<file path="src/rtl/nmea_pkg.sv">
// Shared definitions for the NMEA sentence scheduler.
// Provides the framing FSM state type, the ASCII framing characters and a
// hex-digit decoder used for the two checksum characters after '*'.
`timescale 1ns/1ps
package nmea_pkg;

  typedef enum logic [3:0] {
    ST_IDLE, ST_TI, ST_SI, ST_SEP, ST_DATA,
    ST_CK1, ST_CK2, ST_CR, ST_LF, ST_DRAIN
  } state_e;

  localparam logic [7:0] CH_DOLLAR = 8'h24;
  localparam logic [7:0] CH_COMMA  = 8'h2C;
  localparam logic [7:0] CH_STAR   = 8'h2A;
  localparam logic [7:0] CH_CR     = 8'h0D;
  localparam logic [7:0] CH_LF     = 8'h0A;

  typedef struct packed {
    logic       legal;
    logic [3:0] nibble;
  } hex_t;

  // Only '0'-'9' and upper-case 'A'-'F' are legal checksum digits.
  function automatic hex_t hex_decode(input logic [7:0] c);
    hex_t r;
    r.legal  = 1'b1;
    r.nibble = 4'h0;
    if (c >= 8'h30 && c <= 8'h39)      r.nibble = c[3:0];
    else if (c >= 8'h41 && c <= 8'h46) r.nibble = c[3:0] + 4'd9;
    else                               r.legal  = 1'b0;
    return r;
  endfunction

endpackage

</file>
<file path="src/rtl/nmea_char_buf.sv">
// Payload byte store for one sentence: 2**AW x 8 RAM with synchronous write
// and a registered read port.
// Ports: i_clk clock; i_we/i_waddr/i_wdata write port;
//        i_raddr read address, o_rdata = mem[i_raddr] one cycle later.
`timescale 1ns/1ps
module nmea_char_buf #(
  parameter int AW = 7
) (
  input  logic          i_clk,
  input  logic          i_we,
  input  logic [AW-1:0] i_waddr,
  input  logic [7:0]    i_wdata,
  input  logic [AW-1:0] i_raddr,
  output logic [7:0]    o_rdata
);

  logic [7:0] mem_q [2**AW];

  // NOTE: storage and its read register carry no reset so the array maps to
  // RAM; the scheduler never presents a byte it has not written first.
  always_ff @(posedge i_clk) begin
    if (i_we) mem_q[i_waddr] <= i_wdata;
    o_rdata <= mem_q[i_raddr];
  end

endmodule

</file>
<file path="src/rtl/nmea_sentence_scheduler.sv">
// Framing and commit controller for NMEA sentences "$TTSSS,payload*HH\r\n".
// Buffers the payload, checks XOR checksum and CR/LF, and only then streams
// the payload out as a ready/valid byte stream tagged with field index.
// Ports: i_clk, i_rst (async, active-low); i_char/i_char_valid input chars;
//        i_filter_en/i_filter_si sentence-ID filter; i_ready downstream accept;
//        o_valid/o_data/o_last/o_field_idx payload stream; o_talker_id and
//        o_sentence_id of the delivered sentence; o_sentence_ok commit pulse;
//        o_drop_cnt saturating drop count; o_busy = FSM not IDLE.
`timescale 1ns/1ps
module nmea_sentence_scheduler
  import nmea_pkg::*;
#(
  parameter int AW = 7
) (
  input  logic        i_clk,
  input  logic        i_rst,
  input  logic [7:0]  i_char,
  input  logic        i_char_valid,
  input  logic        i_filter_en,
  input  logic [23:0] i_filter_si,
  input  logic        i_ready,
  output logic        o_valid,
  output logic [7:0]  o_data,
  output logic        o_last,
  output logic [7:0]  o_field_idx,
  output logic [15:0] o_talker_id,
  output logic [23:0] o_sentence_id,
  output logic        o_sentence_ok,
  output logic [7:0]  o_drop_cnt,
  output logic        o_busy
);

  localparam logic [AW:0] PTR_ONE = {{AW{1'b0}}, 1'b1};
  localparam logic [AW:0] FULL    = {1'b1, {AW{1'b0}}};

  state_e      state_q, state_d;
  logic [1:0]  cnt_q;
  logic [7:0]  csum_q;
  logic [3:0]  ck_hi_q;
  logic        ck_ok_q;
  logic [15:0] talker_q, tid_q;
  logic [23:0] si_q, sid_q;
  logic [AW:0] wr_ptr_q, rd_ptr_q, rd_ptr_d;
  logic [7:0]  field_q, drop_q;
  logic        ok_q;
  logic [7:0]  rdata;

  logic start, drop, fail, commit, buf_we, csum_en;
  logic cap_ti, cap_si, ck1_ld, ck2_ld;
  logic is_dollar, in_frame, xfer, last;
  logic [23:0] si_full;
  hex_t hexd;

  always_comb begin
    hexd      = hex_decode(i_char);
    is_dollar = (i_char == CH_DOLLAR);
    in_frame  = (state_q != ST_IDLE) && (state_q != ST_DRAIN);
    si_full   = {si_q[15:0], i_char};
    xfer      = o_valid && i_ready;
    last      = ((rd_ptr_q + PTR_ONE) == wr_ptr_q);
  end

  // State register.
  // NOTE: state and datapath registers use non-blocking assignments so every
  // flop samples pre-edge values regardless of process ordering.
  always_ff @(posedge i_clk or negedge i_rst) begin
    if (!i_rst) state_q <= ST_IDLE;
    else        state_q <= state_d;
  end

  // Next-state and control strobes.
  // NOTE: every signal gets a default before the case so no path leaves it
  // unassigned, which would otherwise infer a latch.
  always_comb begin
    state_d = state_q;
    start = 1'b0; drop = 1'b0; fail = 1'b0; commit = 1'b0;
    buf_we = 1'b0; csum_en = 1'b0; cap_ti = 1'b0; cap_si = 1'b0;
    ck1_ld = 1'b0; ck2_ld = 1'b0;
    if (in_frame && i_char_valid && is_dollar) begin
      // A new '$' abandons the partial sentence and restarts framing.
      drop = 1'b1; start = 1'b1; state_d = ST_TI;
    end else begin
      case (state_q)
        ST_IDLE: if (i_char_valid && is_dollar) begin
          start = 1'b1; state_d = ST_TI;
        end
        ST_TI: if (i_char_valid) begin
          cap_ti = 1'b1; csum_en = 1'b1;
          if (cnt_q == 2'd1) state_d = ST_SI;
        end
        ST_SI: if (i_char_valid) begin
          cap_si = 1'b1; csum_en = 1'b1;
          if (cnt_q == 2'd2)
            state_d = (i_filter_en && si_full != i_filter_si) ? ST_IDLE : ST_SEP;
        end
        ST_SEP: if (i_char_valid) begin
          if (i_char == CH_COMMA) begin
            csum_en = 1'b1; state_d = ST_DATA;
          end else if (i_char == CH_STAR) state_d = ST_CK1;
          else fail = 1'b1;
        end
        ST_DATA: if (i_char_valid) begin
          if (i_char == CH_STAR)     state_d = ST_CK1;
          else if (wr_ptr_q == FULL) fail = 1'b1;  // overflow
          else begin
            csum_en = 1'b1; buf_we = 1'b1;
          end
        end
        ST_CK1: if (i_char_valid) begin
          if (hexd.legal) begin ck1_ld = 1'b1; state_d = ST_CK2; end
          else fail = 1'b1;
        end
        ST_CK2: if (i_char_valid) begin
          if (hexd.legal) begin ck2_ld = 1'b1; state_d = ST_CR; end
          else fail = 1'b1;
        end
        ST_CR: if (i_char_valid) begin
          if (i_char == CH_CR) state_d = ST_LF;
          else fail = 1'b1;
        end
        ST_LF: if (i_char_valid) begin
          if (i_char == CH_LF && ck_ok_q) begin
            commit  = 1'b1;
            state_d = (wr_ptr_q != '0) ? ST_DRAIN : ST_IDLE;
          end else fail = 1'b1;
        end
        ST_DRAIN: begin
          if (i_char_valid && is_dollar) drop = 1'b1;
          if (xfer && last) state_d = ST_IDLE;
        end
        default: state_d = ST_IDLE;
      endcase
    end
    if (fail) begin
      drop = 1'b1; state_d = ST_IDLE;
    end
  end

  // Outputs: the RAM read register holds the presented byte; gating by
  // o_valid keeps the stream outputs at zero outside DRAIN.
  always_comb begin
    o_valid       = (state_q == ST_DRAIN);
    o_busy        = (state_q != ST_IDLE);
    o_data        = o_valid ? rdata : 8'h00;
    o_last        = o_valid && last;
    o_field_idx   = o_valid ? field_q : 8'h00;
    o_talker_id   = tid_q;
    o_sentence_id = sid_q;
    o_sentence_ok = ok_q;
    o_drop_cnt    = drop_q;
  end

  // The RAM is addressed with the next read pointer so its registered output
  // always equals mem[rd_ptr_q] and stays put while the stream is stalled.
  always_comb begin
    rd_ptr_d = '0;
    if (state_q == ST_DRAIN && !(xfer && last))
      rd_ptr_d = xfer ? (rd_ptr_q + PTR_ONE) : rd_ptr_q;
  end

  always_ff @(posedge i_clk or negedge i_rst) begin
    if (!i_rst) begin
      cnt_q <= '0; csum_q <= '0; ck_hi_q <= '0; ck_ok_q <= 1'b0;
      talker_q <= '0; si_q <= '0; tid_q <= '0; sid_q <= '0;
      wr_ptr_q <= '0; rd_ptr_q <= '0; field_q <= '0; drop_q <= '0;
      ok_q <= 1'b0;
    end else begin
      rd_ptr_q <= rd_ptr_d;
      ok_q     <= commit;
      if (start)        cnt_q <= 2'd0;
      else if (cap_ti)  cnt_q <= cnt_q[0] ? 2'd0 : 2'd1;
      else if (cap_si)  cnt_q <= cnt_q + 2'd1;
      if (start)        csum_q <= 8'h00;
      else if (csum_en) csum_q <= csum_q ^ i_char;
      if (cap_ti) talker_q <= {talker_q[7:0], i_char};
      if (cap_si) si_q     <= si_full;
      if (ck1_ld) ck_hi_q  <= hexd.nibble;
      if (ck2_ld) ck_ok_q  <= ({ck_hi_q, hexd.nibble} == csum_q);
      if (start || fail) wr_ptr_q <= '0;
      else if (buf_we)   wr_ptr_q <= wr_ptr_q + PTR_ONE;
      if (commit) begin
        tid_q <= talker_q; sid_q <= si_q; field_q <= 8'd1;
      end else if (xfer && rdata == CH_COMMA) begin
        field_q <= field_q + 8'd1;
      end
      if (drop && drop_q != 8'hFF) drop_q <= drop_q + 8'd1;
    end
  end

  nmea_char_buf #(.AW(AW)) u_buf (
    .i_clk   (i_clk),
    .i_we    (buf_we),
    .i_waddr (wr_ptr_q[AW-1:0]),
    .i_wdata (i_char),
    .i_raddr (rd_ptr_d[AW-1:0]),
    .o_rdata (rdata)
  );

endmodule

</file>
<file path="config.mk">
export PLATFORM = sky130hd
export DESIGN_NAME = nmea_sentence_scheduler
export DESIGN_NICKNAME = d
export VERILOG_FILES = /design/src/rtl/nmea_pkg.sv /design/src/rtl/nmea_char_buf.sv /design/src/rtl/nmea_sentence_scheduler.sv
export SDC_FILE = /design/constraint.sdc
export NUM_CORES = 2
export LEC_CHECK = 0
export ABC_CLOCK_PERIOD_IN_PS = 5100
export CORE_AREA = 5 5 454 277
export DETAILED_ROUTE_END_ITERATION = 6
export DIE_AREA = 0 0 459 282
export DONT_BUFFER_PORTS = 1
export GPL_ROUTABILITY_DRIVEN = 0
export GPL_TIMING_DRIVEN = 0
export PLACE_DENSITY_LB_ADDON = 0.3
export SLEW_MARGIN = 20
export SYNTH_ARGS = -nofsm -noshare
export SYNTH_HDL_FRONTEND = slang
export SYNTH_SLANG_ARGS = --single-unit
export TNS_END_PERCENT = 30
</file>
<file path="constraint.sdc">
create_clock -name i_clk -period 5.1 [get_ports i_clk]
set_input_delay 0.765 -clock i_clk [delete_from_list [all_inputs] [get_ports i_clk]]
set_output_delay 0.765 -clock i_clk [all_outputs]
set_load 0.03 [all_outputs]
</file>
* After elaboration in Yosys (flattened, before gate mapping)
Memories as Yosys holds them, arrays and structs flattened. A register that Yosys moved wholly into a read port is not among the register bits. Index checks and enable logic that the tools add are counted.
Word-level totals: memories 1, word-level logic and storage cells 180, input bits 37, latch bits 0, register bits after elaboration 132, output and inout port bits 68, ROM bits 0, RAM bits 1024
Memories:
- u_buf.mem_q | words 128, width 8, rd ports 1, clocked after memory_dff 1, wr ports 1, line nmea_char_buf.sv:17 | logic [7:0] mem_q [2**AW];
Cells by class: div/mod/pow operators 0, bitwise logic cells 1, add/sub/neg operators 6, multiplexer cells 87, shifts and indexed selects 0, $mul 0, equality and inequality tests 40, reductions and logical operators 26, order comparisons 4
Operators by type and width (number):
- two-way mux 4 bit | 23
- two-way mux 8 bit | 10
- inequality test 4 bit, second input constant | 16
- two-way mux 1 bit | 47
- case mux 4 bit (10 select lines) | 1
- adder 8 x 1 -> 8 bit, second input constant | 4
- equality test 8 x 6 -> 1 bit, second input constant | 4
- inequality test 24 bit | 1
- equality test 4 x 3 -> 1 bit, second input constant | 4
- equality test 8 x 4 -> 1 bit, second input constant | 2
- equality test 8 bit | 2
- AND reduction 16 bit | 1
- logical AND 1 bit | 14
- equality test 4 x 2 -> 1 bit, second input constant | 2
- equality test 4 bit, second input constant | 2
- equality test 8 bit, second input constant | 1
- >= comparator 8 x 6 -> 1 bit, second input constant | 1
- >= comparator 8 x 7 -> 1 bit, second input constant | 1
- less-or-equal comparator 8 x 6 -> 1 bit, second input constant | 1
- less-or-equal comparator 8 x 7 -> 1 bit, second input constant | 1
- two-way mux 2 bit | 4
- inequality test 8 bit, second input constant | 1
- nonzero test 8 bit | 1
- XOR 8 bit | 1
- 16 further kinds | 19

* Logic depth before layout (Yosys ltp)
word-level depth 10, gate-level depth with buffers 16, depth with buffers taken out 13

* Hierarchy
A second synthesis with hierarchy kept.
Unflattened totals: cell total of the unflattened synthesis 2336, area, all modules 46488.3 um^2
By module, submodules not included:
- nmea_char_buf | times used 1, area an instance 39665.5 um^2, cells an instance 1635, seq. area each 30909.6 um^2
- nmea_sentence_scheduler | times used 1, area an instance 6822.8 um^2, cells an instance 701, seq. area each 3303.2 um^2

* Least setup slack after synthesis
OpenSTA, ideal clock, no wires.
path kind input-to-reg, from in i_char[1], to reg drop_q[5], in the netlist o_drop_cnt[5], required time 4966 ps, library setup time 134 ps, cell stages on the path 14, setup slack 1381 ps, path buffers 2, data arrival time 3585 ps, cell sequence clkbuf_1 -> inv_1 -> ha_1 -> or3b_2 -> and4_1 -> clkbuf_1 -> or3_1 -> a31oi_1 -> o221ai_1 -> nand2_1 -> o21a_1 -> and4_1 -> nand3_1 -> xnor2_1
Between the ends: word-level cells in the longest chain between the ends 10, elaborated cells between the ends (all ways) 34, classes of those cells order compare: 4; eq/ne: 5; mux: 19; reduce/logical: 6
RTL lines:
- start, declared | line nmea_sentence_scheduler.sv:17 | input logic [7:0] i_char,
- >= comparator 8 x 7 -> 1 bit / less-or-equal comparator 8 x 7 -> 1 bit (equally long branches) | line nmea_pkg.sv:29 | else if (c >= 8'h41 && c <= 8'h46) r.nibble = c[3:0] + 4'd9;
- logical AND 1 bit | line nmea_pkg.sv:29
- two-way mux 1 bit | line nmea_pkg.sv:29
- two-way mux 1 bit | line nmea_pkg.sv:28 | if (c >= 8'h30 && c <= 8'h39) r.nibble = c[3:0];
- two-way mux 1 bit | line nmea_sentence_scheduler.sv:110, nmea_sentence_scheduler.sv:114
- two-way mux 1 bit | line nmea_sentence_scheduler.sv:109 | ST_CK1: if (i_char_valid) begin
- case mux 1 bit (5 select lines) | line nmea_sentence_scheduler.sv:83 | case (state_q)
- two-way mux 1 bit | line nmea_sentence_scheduler.sv:79 | if (in_frame && i_char_valid && is_dollar) begin
- two-way mux 1 bit * | line nmea_sentence_scheduler.sv:134 | if (fail) begin
- logical AND 1 bit * | line nmea_sentence_scheduler.sv:186 | if (drop && drop_q != 8'hFF) drop_q <= drop_q + 8'd1;
- end signal, assigned | line nmea_sentence_scheduler.sv:186
- end, declared | line nmea_sentence_scheduler.sv:44 | logic [7:0] field_q, drop_q;
Every way passes the cells marked *; elsewhere a longest branch is shown, timed or not. A chain may end at the register's enable or synchronous reset.

* Worst setup path in the final report
from reg wr_ptr_q[5], to mem u_buf.mem_q[74][5] (enable)
Between the ends: word-level cells in the longest chain between the ends 8
RTL lines:
- start, declared | line nmea_sentence_scheduler.sv:43 | logic [AW:0] wr_ptr_q, rd_ptr_q, rd_ptr_d;
- start signal, assigned | line nmea_sentence_scheduler.sv:180 | else if (buf_we) wr_ptr_q <= wr_ptr_q + PTR_ONE;
- equality test 8 bit | line nmea_sentence_scheduler.sv:104 | else if (wr_ptr_q == FULL) fail = 1'b1;
- two-way mux 1 bit | line nmea_sentence_scheduler.sv:104
- two-way mux 1 bit | line nmea_sentence_scheduler.sv:103 | if (i_char == CH_STAR) state_d = ST_CK1;
- two-way mux 1 bit | line nmea_sentence_scheduler.sv:102 | ST_DATA: if (i_char_valid) begin
- two-way mux 1 bit | line nmea_sentence_scheduler.sv:83
- two-way mux 1 bit | line nmea_sentence_scheduler.sv:79
- two-way mux 1 bit | line nmea_char_buf.sv:22 | if (i_we) mem_q[i_waddr] <= i_wdata;
- two-way mux 1 bit (implied by the code) | line nmea_char_buf.sv:22
- end, declared | line nmea_char_buf.sv:17
Parallel ways exist; a longest one is shown, timed or not.

==> results.tsv <==
metric	value	unit
status	finished with violations	
failing checks	DRC, hold timing, setup timing	
max frequency	185	MHz
CP Launch Point	wr_ptr_q[5]	
vias in the first global route	30554	
setup TNS	-18.59	ns
maxcap violations	0	
Die Height	282	um
WP data arrival	5.74	ns
Clk pin slew, worst setup/hold paths	0.07	ns
gr ovfl total	0	
Die Width	459	um
cell area after layout	53800	sq um
crit end category	flop	
fin crit period	5.39	ns
port bufs	0	
final worst-path cycle share	106	%
P_leak	17.8	nW
Cell Count Post-Placement	5081	
Final Worst Setup Slack	-0.294	ns
Startpoint Class	flop	
max-slew violations	0	
Post-synth EDFFs	1024	
full die area	129000	sq um
synthesis-to-finish area growth	11.9	%
Core Util, Final	44.6	%
first-pass GRT wire length	232000	um
commonest cells after routing, fill and taps aside	edfxtp_1 (1024), nand2_1 (332), nor2_1 (233)	
Total GRT Usage	25.2	%
dominant synthesized flop cell	edfxtp_1	
initial antenna violation count	10	
post-DR wirelength/cell	31.8	um
Slew @ Worst Pin	1.40	ns
largest net degree at the start of global routing	135	
register bit total from synthesis	1164	
hold slack	-0.0360	ns
fillcell total	10764	
initial drt markers	5900	
Ports	105	
crit path kind	flop to flop	
Place WS	-0.790	ns
antenna-violating nets left	0	
clock latency on the worst-skew pair	0.73	ns
Total Wirelength	168000	um
count of cell types in the netlist	90	
RSZ-0062 raised after global routing	true	
Non-Filler Instances	5273	
H-tree depth	3	
dpl cell area	50200	sq um
Core Rows	99	
Final Skew	0.0366	ns
worst vdd ir	268	uV
ys async rst share	11.3	%
total core area	121000	sq um
CTS Buffer Depth	3	
path type of the worst min-delay path	input port to async pin	
starting density of the core	39.9	%
reg-to-reg startpoint	wr_ptr_q[5]	
TritonCTS clock tree	done	
Num CTS Buffers	100	
drt first pass iters	7	
layout cell share with drive strength beyond 1	12.8	%
Final Setup Violations	141	
Total Nets Final	3616	
Final Hold Viols	5	
commonest non-fill, non-tap cell in the layout	edfxtp_1	
Cells after Synth	3463	
pwr dens	381	nW/um^2
mapped cell area	48100	sq um
Avg Vias per Cell	6.32	
yosys warns	0	
headroom to the max-slew limit	6.87	%
post-detail-place hpwl	113000	um
total chip power	20.5	mW
CTS Sinks	1164	
mean area per synthesized cell	13.9	sq um
CP Max Fanout	10	
register area share after synthesis	71.1	%
via count	33328	
root buffer cell	clkbuf_16	
WP data required	5.45	ns
DRC Markers	2	
syn nets	3512	
## cell families after synthesis
| logic type | Yosys count | synth area share, % |
|---|---|---|
| AO/OA/AOI/OAI | 781 | 11.1 |
| AND/OR/NAND/NOR | 952 | 9.01 |
| multiplexers | 224 | 4.94 |
| flip-flops | 1164 | 71.1 |
| buffers and inverters | 253 | 2.16 |
| XOR/XNOR | 77 | 1.40 |
| adder cells (fa/ha/maj) | 12 | 0.312 |
## per-layer routing
layer  share of wire, %  vias to the layer above  track usage (%)
li1                   -                    13633                -
met1                 42                    16790             37.8
met2                 37                     2575             31.1
met3                 18                      322             12.7
met4                3.2                        8             7.39
met5              0.060                        -                0
## synthesized netlist by cell type, drive strengths merged (9+ instances only)
| cell | number | area share [%] |
|---|---|---|
| a211o | 9 | 0.16 |
| a211oi | 60 | 0.94 |
| a21o | 9 | 0.14 |
| a21oi | 131 | 1.4 |
| a221o | 18 | 0.37 |
| a221oi | 39 | 0.71 |
| a222oi | 13 | 0.27 |
| a22oi | 45 | 0.70 |
| a2bb2oi | 18 | 0.33 |
| a311oi | 20 | 0.36 |
| a31oi | 74 | 0.97 |
| and2 | 23 | 0.30 |
| and3 | 28 | 0.36 |
| buf | 87 | 0.86 |
| clkbuf | 147 | 1.1 |
| dfrtp | 132 | 6.9 |
| edfxtp | 1024 | 64 |
| ha | 12 | 0.31 |
| inv | 18 | 0.14 |
| mux2 | 104 | 2.4 |
| mux2i | 120 | 2.5 |
| nand2 | 336 | 2.6 |
| nand3 | 103 | 1.1 |
| nand4 | 15 | 0.19 |
| nor2 | 280 | 2.2 |
| nor2b | 17 | 0.22 |
| nor3 | 64 | 0.71 |
| nor4 | 29 | 0.42 |
| o2111ai | 9 | 0.16 |
| o211ai | 24 | 0.38 |
| o21ai | 166 | 1.7 |
| o221ai | 39 | 0.71 |
| o22ai | 43 | 0.56 |
| o311ai | 10 | 0.18 |
| or3 | 20 | 0.26 |
| xnor2 | 40 | 0.73 |
| xor2 | 37 | 0.67 |
## final timing paths
path | to | slack, ns | cells past startpoint
max in group asynchronous | o_sentence_id[17] | 4.52 | 1
worst max-delay path | u_buf.mem_q[74][5] | -0.29 | 9
min in group i_clk | u_buf.mem_q[43][2] | 0.19 | 0
worst min register to register | talker_q[12] | 0.47 | 2
worst max register to register | u_buf.mem_q[74][5] | -0.29 | 9
worst min-delay path | o_drop_cnt[6] | -0.04 | 1
## critical path, stage by stage, from the launching register on
cell and delay, ns:
dfrtp_1 0.46, clkbuf_1 0.63, nor2_1 0.41, nand4_1 0.26, nand4_1 0.13, a21oi_1 0.42, nor2b_1 0.35, nand2_1 0.74
buf_1 0.78, nor2_1 0.85
## cell type report
| type | count | area [sq um] | area share (%) |
|---|---|---|---|
| timing repair buffer | 5 | 65.1 | 0.121 |
| clock inverter | 65 | 552 | 1.02 |
| antenna | 5 | 12.5 | 0.0232 |
| clock buffer | 122 | 2660 | 4.94 |
| buffer | 231 | 1080 | 2.01 |
| sequential | 1164 | 34200 | 63.5 |
| tap | 1616 | 2020 | 3.76 |
| multi-input combinational | 2046 | 13200 | 24.4 |
| inverter | 19 | 75.1 | 0.139 |
## state kept, by name, summed over array words and instances, names as in the netlist, 16 cells and up
name	cells
u_buf.mem_q	1024
o_sentence_id	24
talker_q	16
o_talker_id	16
si_q	24
## where the power goes
part / switching (mW) / total [mW] / internal, mW
clock network: 3.61 / 7.74 / 4.13
logic: 1.26 / 1.84 / 0.588
registers: 0.303 / 10.9 / 10.6
total: 5.17 / 20.5 / 15.3
## repair_timing
item	in CTS	in global routing
hold buffers	1	0
resized for setup	54	125
gates cloned	0	0
endpoints found under the setup margin	127	488
buffers inserted	1	0
hold endpoints to repair	132	0
pin swaps	1	1
(Power assumes the default switching activity.)
